===== src/rtl/spike_event_arbiter_if.sv =====
// spike_event_arbiter_if
//   Bundles the spike inputs, the enable mask, and the indexed event stream
//   (valid/ready handshake) that leave the spike_event_arbiter.
//
//   Optional feature macro: SPIKE_DROP_CNT_EN.
//   When it is defined, the interface also carries drop_cnt.
//
//   Signals:
//     spike_in  [N_NEURONS] : per-neuron single-cycle spike pulses
//     mask      [N_NEURONS] : 1 = neuron enabled for new spikes
//     evt_valid             : event presented on evt_idx
//     evt_ready             : consumer accepts the presented event this cycle
//     evt_idx   [IDX_W]     : index of the presented neuron
//     pending   [N_NEURONS] : latched spikes not yet granted
//     busy                  : an event is presented or a spike is pending
//     drop_cnt  [DROP_W]    : saturating count of merged spikes (macro only)
//
//   Modports:
//     master : the arbiter side
//     slave  : the neuron array and the consumer side
interface spike_event_arbiter_if #(
    parameter int N_NEURONS = 8,
    parameter int DROP_W    = 8
);
    localparam int IDX_W = $clog2(N_NEURONS);

    logic [N_NEURONS-1:0] spike_in;
    logic [N_NEURONS-1:0] mask;
    logic                 evt_valid;
    logic                 evt_ready;
    logic [IDX_W-1:0]     evt_idx;
    logic [N_NEURONS-1:0] pending;
    logic                 busy;

    if (DROP_W < 1) begin : g_bad_drop_w
        $error("spike_event_arbiter_if: DROP_W must be at least 1");
    end

`ifdef SPIKE_DROP_CNT_EN
    logic [DROP_W-1:0]    drop_cnt;

    modport master (
        input  spike_in, mask, evt_ready,
        output evt_valid, evt_idx, pending, busy, drop_cnt
    );

    modport slave (
        output spike_in, mask, evt_ready,
        input  evt_valid, evt_idx, pending, busy, drop_cnt
    );
`else
    modport master (
        input  spike_in, mask, evt_ready,
        output evt_valid, evt_idx, pending, busy
    );

    modport slave (
        output spike_in, mask, evt_ready,
        input  evt_valid, evt_idx, pending, busy
    );
`endif

endinterface


===== src/rtl/spike_event_arbiter.sv =====
// spike_event_arbiter
//   Round-robin arbiter that latches single-cycle spike pulses from a bank of
//   neurons. It serialises them into one indexed event stream that a
//   downstream consumer drains at up to one event per cycle.
//
//   Optional feature macro: SPIKE_DROP_CNT_EN.
//   When it is defined, a saturating counter reports the spikes that were
//   merged into an already pending bit.
//
//   Parameters:
//     N_NEURONS : number of spike inputs (2..16, any value)
//     DROP_W    : width of the dropped-spike counter
//
//   Ports:
//     clk    : single clock, all state updates on the rising edge
//     reset  : synchronous, active-high
//     bus    : spike_event_arbiter_if.master
//              (spike_in, mask, evt_ready in)
//              (evt_valid, evt_idx, pending, busy, [drop_cnt] out)
module spike_event_arbiter #(
    parameter int N_NEURONS = 8,
    parameter int DROP_W    = 8
) (
    input  logic                    clk,
    input  logic                    reset,
    spike_event_arbiter_if.master   bus
);

    localparam int              IDX_W    = $clog2(N_NEURONS);
    localparam logic [IDX_W:0]  N_CAND   = (IDX_W+1)'(N_NEURONS);
    localparam logic [IDX_W-1:0] LAST_IDX = IDX_W'(N_NEURONS - 1);

    if (N_NEURONS < 2 || N_NEURONS > 16) begin : g_bad_n
        $error("spike_event_arbiter: N_NEURONS must be in 2..16");
    end
    if (DROP_W < 1) begin : g_bad_drop_w
        $error("spike_event_arbiter: DROP_W must be at least 1");
    end

    logic [N_NEURONS-1:0] pending_q;
    logic [N_NEURONS-1:0] pending_d;
    logic [N_NEURONS-1:0] spike_cap;
    logic [N_NEURONS-1:0] grant_onehot;
    logic                 evt_valid_q;
    logic [IDX_W-1:0]     evt_idx_q;
    logic [IDX_W-1:0]     rr_ptr_q;
    logic [IDX_W-1:0]     grant_idx;
    logic                 grant_found;
    logic                 slot_free;
    logic                 grant_fire;
    logic [IDX_W:0]       cand;

    // The mask gates only newly arriving spikes.
    // Bits already latched in pending survive a mask drop.
    assign spike_cap = bus.spike_in & bus.mask;

    // The slot can take a new event when nothing is shown or the shown one
    // is being accepted right now. This keeps back-to-back grants bubble-free.
    assign slot_free  = !evt_valid_q || bus.evt_ready;
    assign grant_fire = slot_free && grant_found;

    // Circular search for the first pending bit at or above rr_ptr.
    // A one-bit-wider candidate index wraps without needing a power-of-two
    // neuron count.
    always_comb begin
        grant_found = 1'b0;
        grant_idx   = '0;
        cand        = '0;
        for (int k = 0; k < N_NEURONS; k++) begin
            cand = {1'b0, rr_ptr_q} + (IDX_W+1)'(k);
            if (cand >= N_CAND) begin
                cand = cand - N_CAND;
            end
            if (!grant_found && pending_q[cand[IDX_W-1:0]]) begin
                grant_found = 1'b1;
                grant_idx   = cand[IDX_W-1:0];
            end
        end
    end

    // The granted bit is cleared before new captures are ORed in.
    // A re-spike on the granted neuron in the same cycle therefore re-arms it.
    always_comb begin
        grant_onehot = '0;
        if (grant_fire) begin
            grant_onehot[grant_idx] = 1'b1;
        end
        pending_d = (pending_q & ~grant_onehot) | spike_cap;
    end

    // Pending bits, the presented event and the round-robin pointer.
    // All three hold while the consumer stalls.
    always_ff @(posedge clk) begin
        if (reset) begin
            pending_q   <= '0;
            evt_valid_q <= 1'b0;
            evt_idx_q   <= '0;
            rr_ptr_q    <= '0;
        end else begin
            pending_q <= pending_d;
            if (slot_free) begin
                if (grant_found) begin
                    evt_valid_q <= 1'b1;
                    evt_idx_q   <= grant_idx;
                    rr_ptr_q    <= (grant_idx == LAST_IDX) ? '0 : grant_idx + 1'b1;
                end else begin
                    evt_valid_q <= 1'b0;
                end
            end
        end
    end

    assign bus.evt_valid = evt_valid_q;
    assign bus.evt_idx   = evt_idx_q;
    assign bus.pending   = pending_q;
    assign bus.busy      = evt_valid_q | (|pending_q);

`ifdef SPIKE_DROP_CNT_EN
    localparam int SUM_W = DROP_W + 5;

    logic [N_NEURONS-1:0] drop_vec;
    logic [4:0]           drop_num;
    logic [SUM_W-1:0]     drop_sum;
    logic [DROP_W-1:0]    drop_cnt_q;
    logic [DROP_W-1:0]    drop_cnt_d;

    // A drop is a capture on a bit that is already pending and is not being
    // granted this cycle. A spike on the currently presented neuron only
    // counts if that neuron is also pending again.
    assign drop_vec = spike_cap & pending_q & ~grant_onehot;

    // Several neurons can drop in one cycle.
    // The sum is formed wide and then clamped so the counter never wraps.
    always_comb begin
        drop_num = '0;
        for (int i = 0; i < N_NEURONS; i++) begin
            drop_num = drop_num + 5'(drop_vec[i]);
        end
        drop_sum = SUM_W'(drop_cnt_q) + SUM_W'(drop_num);
        if (drop_sum > SUM_W'({DROP_W{1'b1}})) begin
            drop_cnt_d = '1;
        end else begin
            drop_cnt_d = drop_sum[DROP_W-1:0];
        end
    end

    // Counter register; only reset clears it.
    always_ff @(posedge clk) begin
        if (reset) begin
            drop_cnt_q <= '0;
        end else begin
            drop_cnt_q <= drop_cnt_d;
        end
    end

    assign bus.drop_cnt = drop_cnt_q;
`endif

endmodule


===== src/flat_wrapper.sv =====
// flat-port wrapper written by rule: the top's interface ports become plain ports
module spike_event_arbiter_flat 
#(
    parameter int N_NEURONS = 8,
    parameter int DROP_W    = 8
)
  (clk, reset, bus_spike_in, bus_mask, bus_evt_ready, bus_evt_valid, bus_evt_idx, bus_pending, bus_busy);
  spike_event_arbiter_if #(.N_NEURONS(N_NEURONS), .DROP_W(DROP_W)) bus_i ();
  input  logic clk;
  input  logic reset;
  input wire logic [$bits(bus_i.spike_in)-1:0] bus_spike_in;
  input wire logic [$bits(bus_i.mask)-1:0] bus_mask;
  input wire logic [$bits(bus_i.evt_ready)-1:0] bus_evt_ready;
  output wire logic [$bits(bus_i.evt_valid)-1:0] bus_evt_valid;
  output wire logic [$bits(bus_i.evt_idx)-1:0] bus_evt_idx;
  output wire logic [$bits(bus_i.pending)-1:0] bus_pending;
  output wire logic [$bits(bus_i.busy)-1:0] bus_busy;
  assign bus_i.spike_in = bus_spike_in;
  assign bus_i.mask = bus_mask;
  assign bus_i.evt_ready = bus_evt_ready;
  assign bus_evt_valid = bus_i.evt_valid;
  assign bus_evt_idx = bus_i.evt_idx;
  assign bus_pending = bus_i.pending;
  assign bus_busy = bus_i.busy;
  spike_event_arbiter #(.N_NEURONS(N_NEURONS), .DROP_W(DROP_W)) u_core (.clk(clk), .reset(reset), .bus(bus_i));
endmodule

===== config.mk =====
export PLATFORM = sky130hd
export DESIGN_NAME = spike_event_arbiter_flat
export DESIGN_NICKNAME = d
export VERILOG_FILES = /design/src/rtl/spike_event_arbiter_if.sv /design/src/rtl/spike_event_arbiter.sv /design/src/flat_wrapper.sv
export SDC_FILE = /design/constraint.sdc
export NUM_CORES = 1
export LEC_CHECK = 0
export ABC_AREA = 1
export CAP_MARGIN = 10
export CORE_MARGIN = 2
export CORE_UTILIZATION = 55
export CTS_BUF_LIST = sky130_fd_sc_hd__clkbuf_4 sky130_fd_sc_hd__clkbuf_8
export CTS_CLUSTER_DIAMETER = 150
export DETAILED_ROUTE_END_ITERATION = 8
export GPL_ROUTABILITY_DRIVEN = 0
export HOLD_SLACK_MARGIN = 0.02
export PLACE_DENSITY_LB_ADDON = 0.2
export SLEW_MARGIN = 20
export SYNTH_ARGS = -nofsm -noshare
export SYNTH_HDL_FRONTEND = slang
export SYNTH_SLANG_ARGS = --single-unit

===== constraint.sdc =====
create_clock -name clk -period 4.5 [get_ports clk]
set_clock_uncertainty 0.05 [all_clocks]
set_input_delay 1.35 -clock clk [delete_from_list [all_inputs] [get_ports clk]]
set_output_delay 1.35 -clock clk [all_outputs]
set_load 0.1 [all_outputs]

==> impl_metrics.xml <==
<?xml version="1.0" encoding="UTF-8"?>
<metrics>
  <group name="final_layout">
    <metric name="layout_common_cells" unit="">sky130_fd_sc_hd__nand2_1 (67), sky130_fd_sc_hd__clkdlybuf4s50_1 (31), sky130_fd_sc_hd__nand3_1 (29)</metric>
    <metric name="n_fill_cell" unit="">272</metric>
    <metric name="inserted_diodes" unit="">0</metric>
    <metric name="layoutNonFillerInstCount" unit="">298</metric>
    <metric name="most_common_cell_after_layout_fill_and_taps_aside" unit="">sky130_fd_sc_hd__nand2_1</metric>
    <metric name="layout.area.seq" unit="sq um">300.3</metric>
    <metric name="post_route_cells_drive_above_1_share" unit="%">16.48</metric>
    <metric name="area_growth" unit="%">21.34</metric>
    <metric name="postLayoutCoreUtil" unit="%">68.51</metric>
    <metric name="multi_input_area" unit="sq um">1076</metric>
    <metric name="finalNetCount" unit="">290</metric>
  </group>
  <group name="routing">
    <metric name="final_antenna_net_count" unit="">0</metric>
    <metric name="vias" unit="">1590</metric>
    <metric name="post_drt_via_cell_ratio" unit="">5.336</metric>
    <metric name="firstDrtPassIters" unit="">4</metric>
    <metric name="post_drt_wl_per_cell" unit="um">12.64</metric>
    <metric name="postRouteWirelength" unit="um">3767</metric>
    <metric name="post-route-drc-count" unit="">0</metric>
    <metric name="dr.first_iter.drc_count" unit="">72</metric>
  </group>
  <group name="logic_synthesis">
    <metric name="netlist.area_leader.share" unit="%">19.62</metric>
    <metric name="syn_inst" unit="">237</metric>
    <metric name="ys.flop_type" unit="">sky130_fd_sc_hd__dfxtp_1</metric>
    <metric name="synthArstFlopShare" unit="%">0</metric>
    <metric name="synth-edff-count" unit="">0</metric>
    <metric name="syn_area_per_cell" unit="sq um">6.457</metric>
    <metric name="synth.area.top_cells" unit="">sky130_fd_sc_hd__dfxtp_1 (20%), sky130_fd_sc_hd__nand2_1 (16%), sky130_fd_sc_hd__nand3_1 (9.5%)</metric>
    <metric name="synth.net_count" unit="">259</metric>
    <metric name="synth.lib_cells_used.distinct" unit="">35</metric>
    <metric name="yosys_warnings" unit="">0</metric>
    <metric name="seq_area_frac_synth" unit="%">19.62</metric>
    <metric name="synth_seq_cells" unit="">15</metric>
    <metric name="synth_top_area_cell" unit="">sky130_fd_sc_hd__dfxtp_1</metric>
    <metric name="post_synth_instance_area" unit="sq um">1530</metric>
  </group>
  <group name="run">
    <metric name="drv_cap" unit="">0</metric>
  </group>
  <group name="sta">
    <metric name="slew_violations" unit="">0</metric>
    <metric name="fmax" unit="GHz">0.2756</metric>
    <metric name="final-setup-viol-count" unit="">0</metric>
    <metric name="worstMarginPinSlew" unit="ps">982.5</metric>
    <metric name="grt_setup_unrepaired" unit="">false</metric>
    <metric name="finalHoldViolations" unit="">0</metric>
    <metric name="post-route-min-period" unit="ps">3628</metric>
    <metric name="setup_total_negative_slack" unit="ps">0</metric>
    <metric name="hold_slack" unit="ps">456.6</metric>
    <metric name="timing.max_slew.rel_slack" unit="%">34.29</metric>
    <metric name="timing.final.crit_share" unit="%">80.62</metric>
  </group>
  <group name="clocking">
    <metric name="number_of_levels_the_h_tree_was_split_into" unit="">1</metric>
    <metric name="cts_repair_resize_count" unit="">0</metric>
    <metric name="cts-buffers-inserted" unit="">3</metric>
    <metric name="cts_tree" unit="">built</metric>
    <metric name="latest_clock_arrival_within_the_worst_skew_pair" unit="ps">300</metric>
    <metric name="post_cts_hold_buffer_count" unit="">0</metric>
    <metric name="cts_setup_buffers" unit="">0</metric>
    <metric name="clock_path_buffers" unit="">2</metric>
    <metric name="root_buffer" unit="">sky130_fd_sc_hd__clkbuf_4</metric>
    <metric name="clock_sink_count" unit="">15</metric>
    <metric name="register_clock_pin_slew_on_the_reported_worst_setup_and_hold_paths" unit="ps">100</metric>
  </group>
  <group name="floorplanning">
    <metric name="fp.coreArea" unit="sq um">2710</metric>
    <metric name="chipHeight" unit="um">56.75</metric>
    <metric name="boundaryPins" unit="">32</metric>
    <metric name="die_x" unit="um">56.75</metric>
    <metric name="initial_cell_density_of_the_core" unit="%">56.46</metric>
    <metric name="die_area" unit="sq um">3220</metric>
    <metric name="floorplan.rows" unit="">19</metric>
  </group>
  <group name="run_status">
    <metric name="outcome" unit="">finished clean</metric>
  </group>
  <group name="worst_setup_path">
    <metric name="critPathRequiredTime" unit="ps">3100</metric>
    <metric name="reg2reg_depth" unit="">18</metric>
    <metric name="setup.worst_path.start_class" unit="">flip-flop</metric>
    <metric name="timing.rr.end" unit="">u_core.rr_ptr_q[2]</metric>
    <metric name="arrival" unit="ps">2230</metric>
    <metric name="worst-path-max-fanout" unit="">5</metric>
    <metric name="crit_type" unit="">reg -&gt; out</metric>
    <metric name="worst_setup_path_end_kind" unit="">primary output</metric>
    <metric name="r2r_setup_slack" unit="ps">1250</metric>
    <metric name="rr_startpoint" unit="">u_core.rr_ptr_q[0]</metric>
  </group>
  <group name="grt">
    <metric name="globalRouteTotalUtil" unit="%">25.95</metric>
    <metric name="grt_max_degree" unit="">13</metric>
    <metric name="gr-total-overflow" unit="">0</metric>
    <metric name="initial_antenna_violation_count" unit="">0</metric>
    <metric name="vias_in_the_first_global_route" unit="">1461</metric>
    <metric name="grt_first_pass_wirelength" unit="um">6658</metric>
  </group>
  <group name="worst_hold_path">
    <metric name="whs_path_depth" unit="">2</metric>
    <metric name="hold_class" unit="">reg -&gt; reg</metric>
    <metric name="min_to" unit="">u_core.bus.evt_valid</metric>
    <metric name="hold_start" unit="">u_core.bus.evt_valid</metric>
  </group>
  <group name="placed_design">
    <metric name="dp.final_hpwl" unit="um">3087</metric>
    <metric name="dp.cells" unit="">294</metric>
    <metric name="numPortBuffers" unit="">31</metric>
  </group>
</metrics>
state kept, by name, summed over array words and instances, names as in the netlist:
signal                cells
u_core.bus.pending        8
u_core.bus.evt_idx        3
u_core.rr_ptr_q           3
u_core.bus.evt_valid      1
per-stage QoR:
stage / setup WS (ps) / instance area (sq um)
after detailed placement: 1204 / 1829
final: 872.1 / 1857
after CTS: 852.6 / 1857
after floorplan: 1103 / 1530
after global placement: 1199 / 1829
after global routing: 787.2 / 1857
cells in the mapped netlist (3+ instances only):
cell,instances
sky130_fd_sc_hd__nand2_1,67
sky130_fd_sc_hd__nand3_1,29
sky130_fd_sc_hd__inv_1,24
sky130_fd_sc_hd__nor2_1,18
sky130_fd_sc_hd__dfxtp_1,15
sky130_fd_sc_hd__nand2_2,11
sky130_fd_sc_hd__nand3_2,11
sky130_fd_sc_hd__a21oi_1,9
sky130_fd_sc_hd__nand4_1,6
sky130_fd_sc_hd__a21oi_2,4
sky130_fd_sc_hd__nand2_4,4
sky130_fd_sc_hd__o21ai_0,4
sky130_fd_sc_hd__xor2_1,4
sky130_fd_sc_hd__ha_1,3
layout make-up:
type                    instances  area share (%)
well taps                      31           2.089
clock buffers                   3           1.213
multi-input cells             190           57.95
repair buffers                 31           16.71
inverters                      27           5.593
clock inverters                 1          0.2695
flip-flops and latches         15           16.17
critical path, stage by stage, from the launching register on:
cell                              delay [ps]
sky130_fd_sc_hd__dfxtp_1                 440
sky130_fd_sc_hd__nor4_1                   80
sky130_fd_sc_hd__and2_1                  200
sky130_fd_sc_hd__nand2_1                  70
sky130_fd_sc_hd__clkdlybuf4s50_1        1130
layer usage:
metal / GRT usage [%] / vias up / wire length [um] / part of all wire (%)
met5: 0 / - / 0 / 0
met2: 43.52 / 54 / 1792 / 48
li1: - / 839 / - / -
met1: 34.97 / 688 / 1720 / 46
met4: 8.970 / 0 / 89 / 2.4
met3: 1.843 / 9 / 165 / 4.4
kinds of logic (layout without fill, tap and decap cells):
family          after synthesis  count (layout)  synth area share [%]
buf+inv                      32              62                 10.06
simple gates                157             157                 54.37
compound gates               25              25                 10.63
flops                        15              15                 19.62
fa+ha+maj                     3               3                 2.453
xor+xnor                      5               5                 2.862
how the worst max path moves through the flow:
stage	startpoint	endpoint	slack, ps
6_report	u_core.bus.pending[1]	bus_busy	870
5_1_grt	u_core.bus.pending[4]	bus_busy	790
4_1_cts	u_core.bus.pending[1]	bus_busy	850
3_5_place_dp	u_core.bus.pending[1]	bus_busy	1200
3_3_place_gp	u_core.bus.pending[4]	bus_busy	1200
2_1_floorplan	u_core.bus.pending[1]	bus_busy	1100
Power is left out: the tool's default activity adds up to more than one toggle a clock period on the data nets, which glitch-free logic cannot reach.
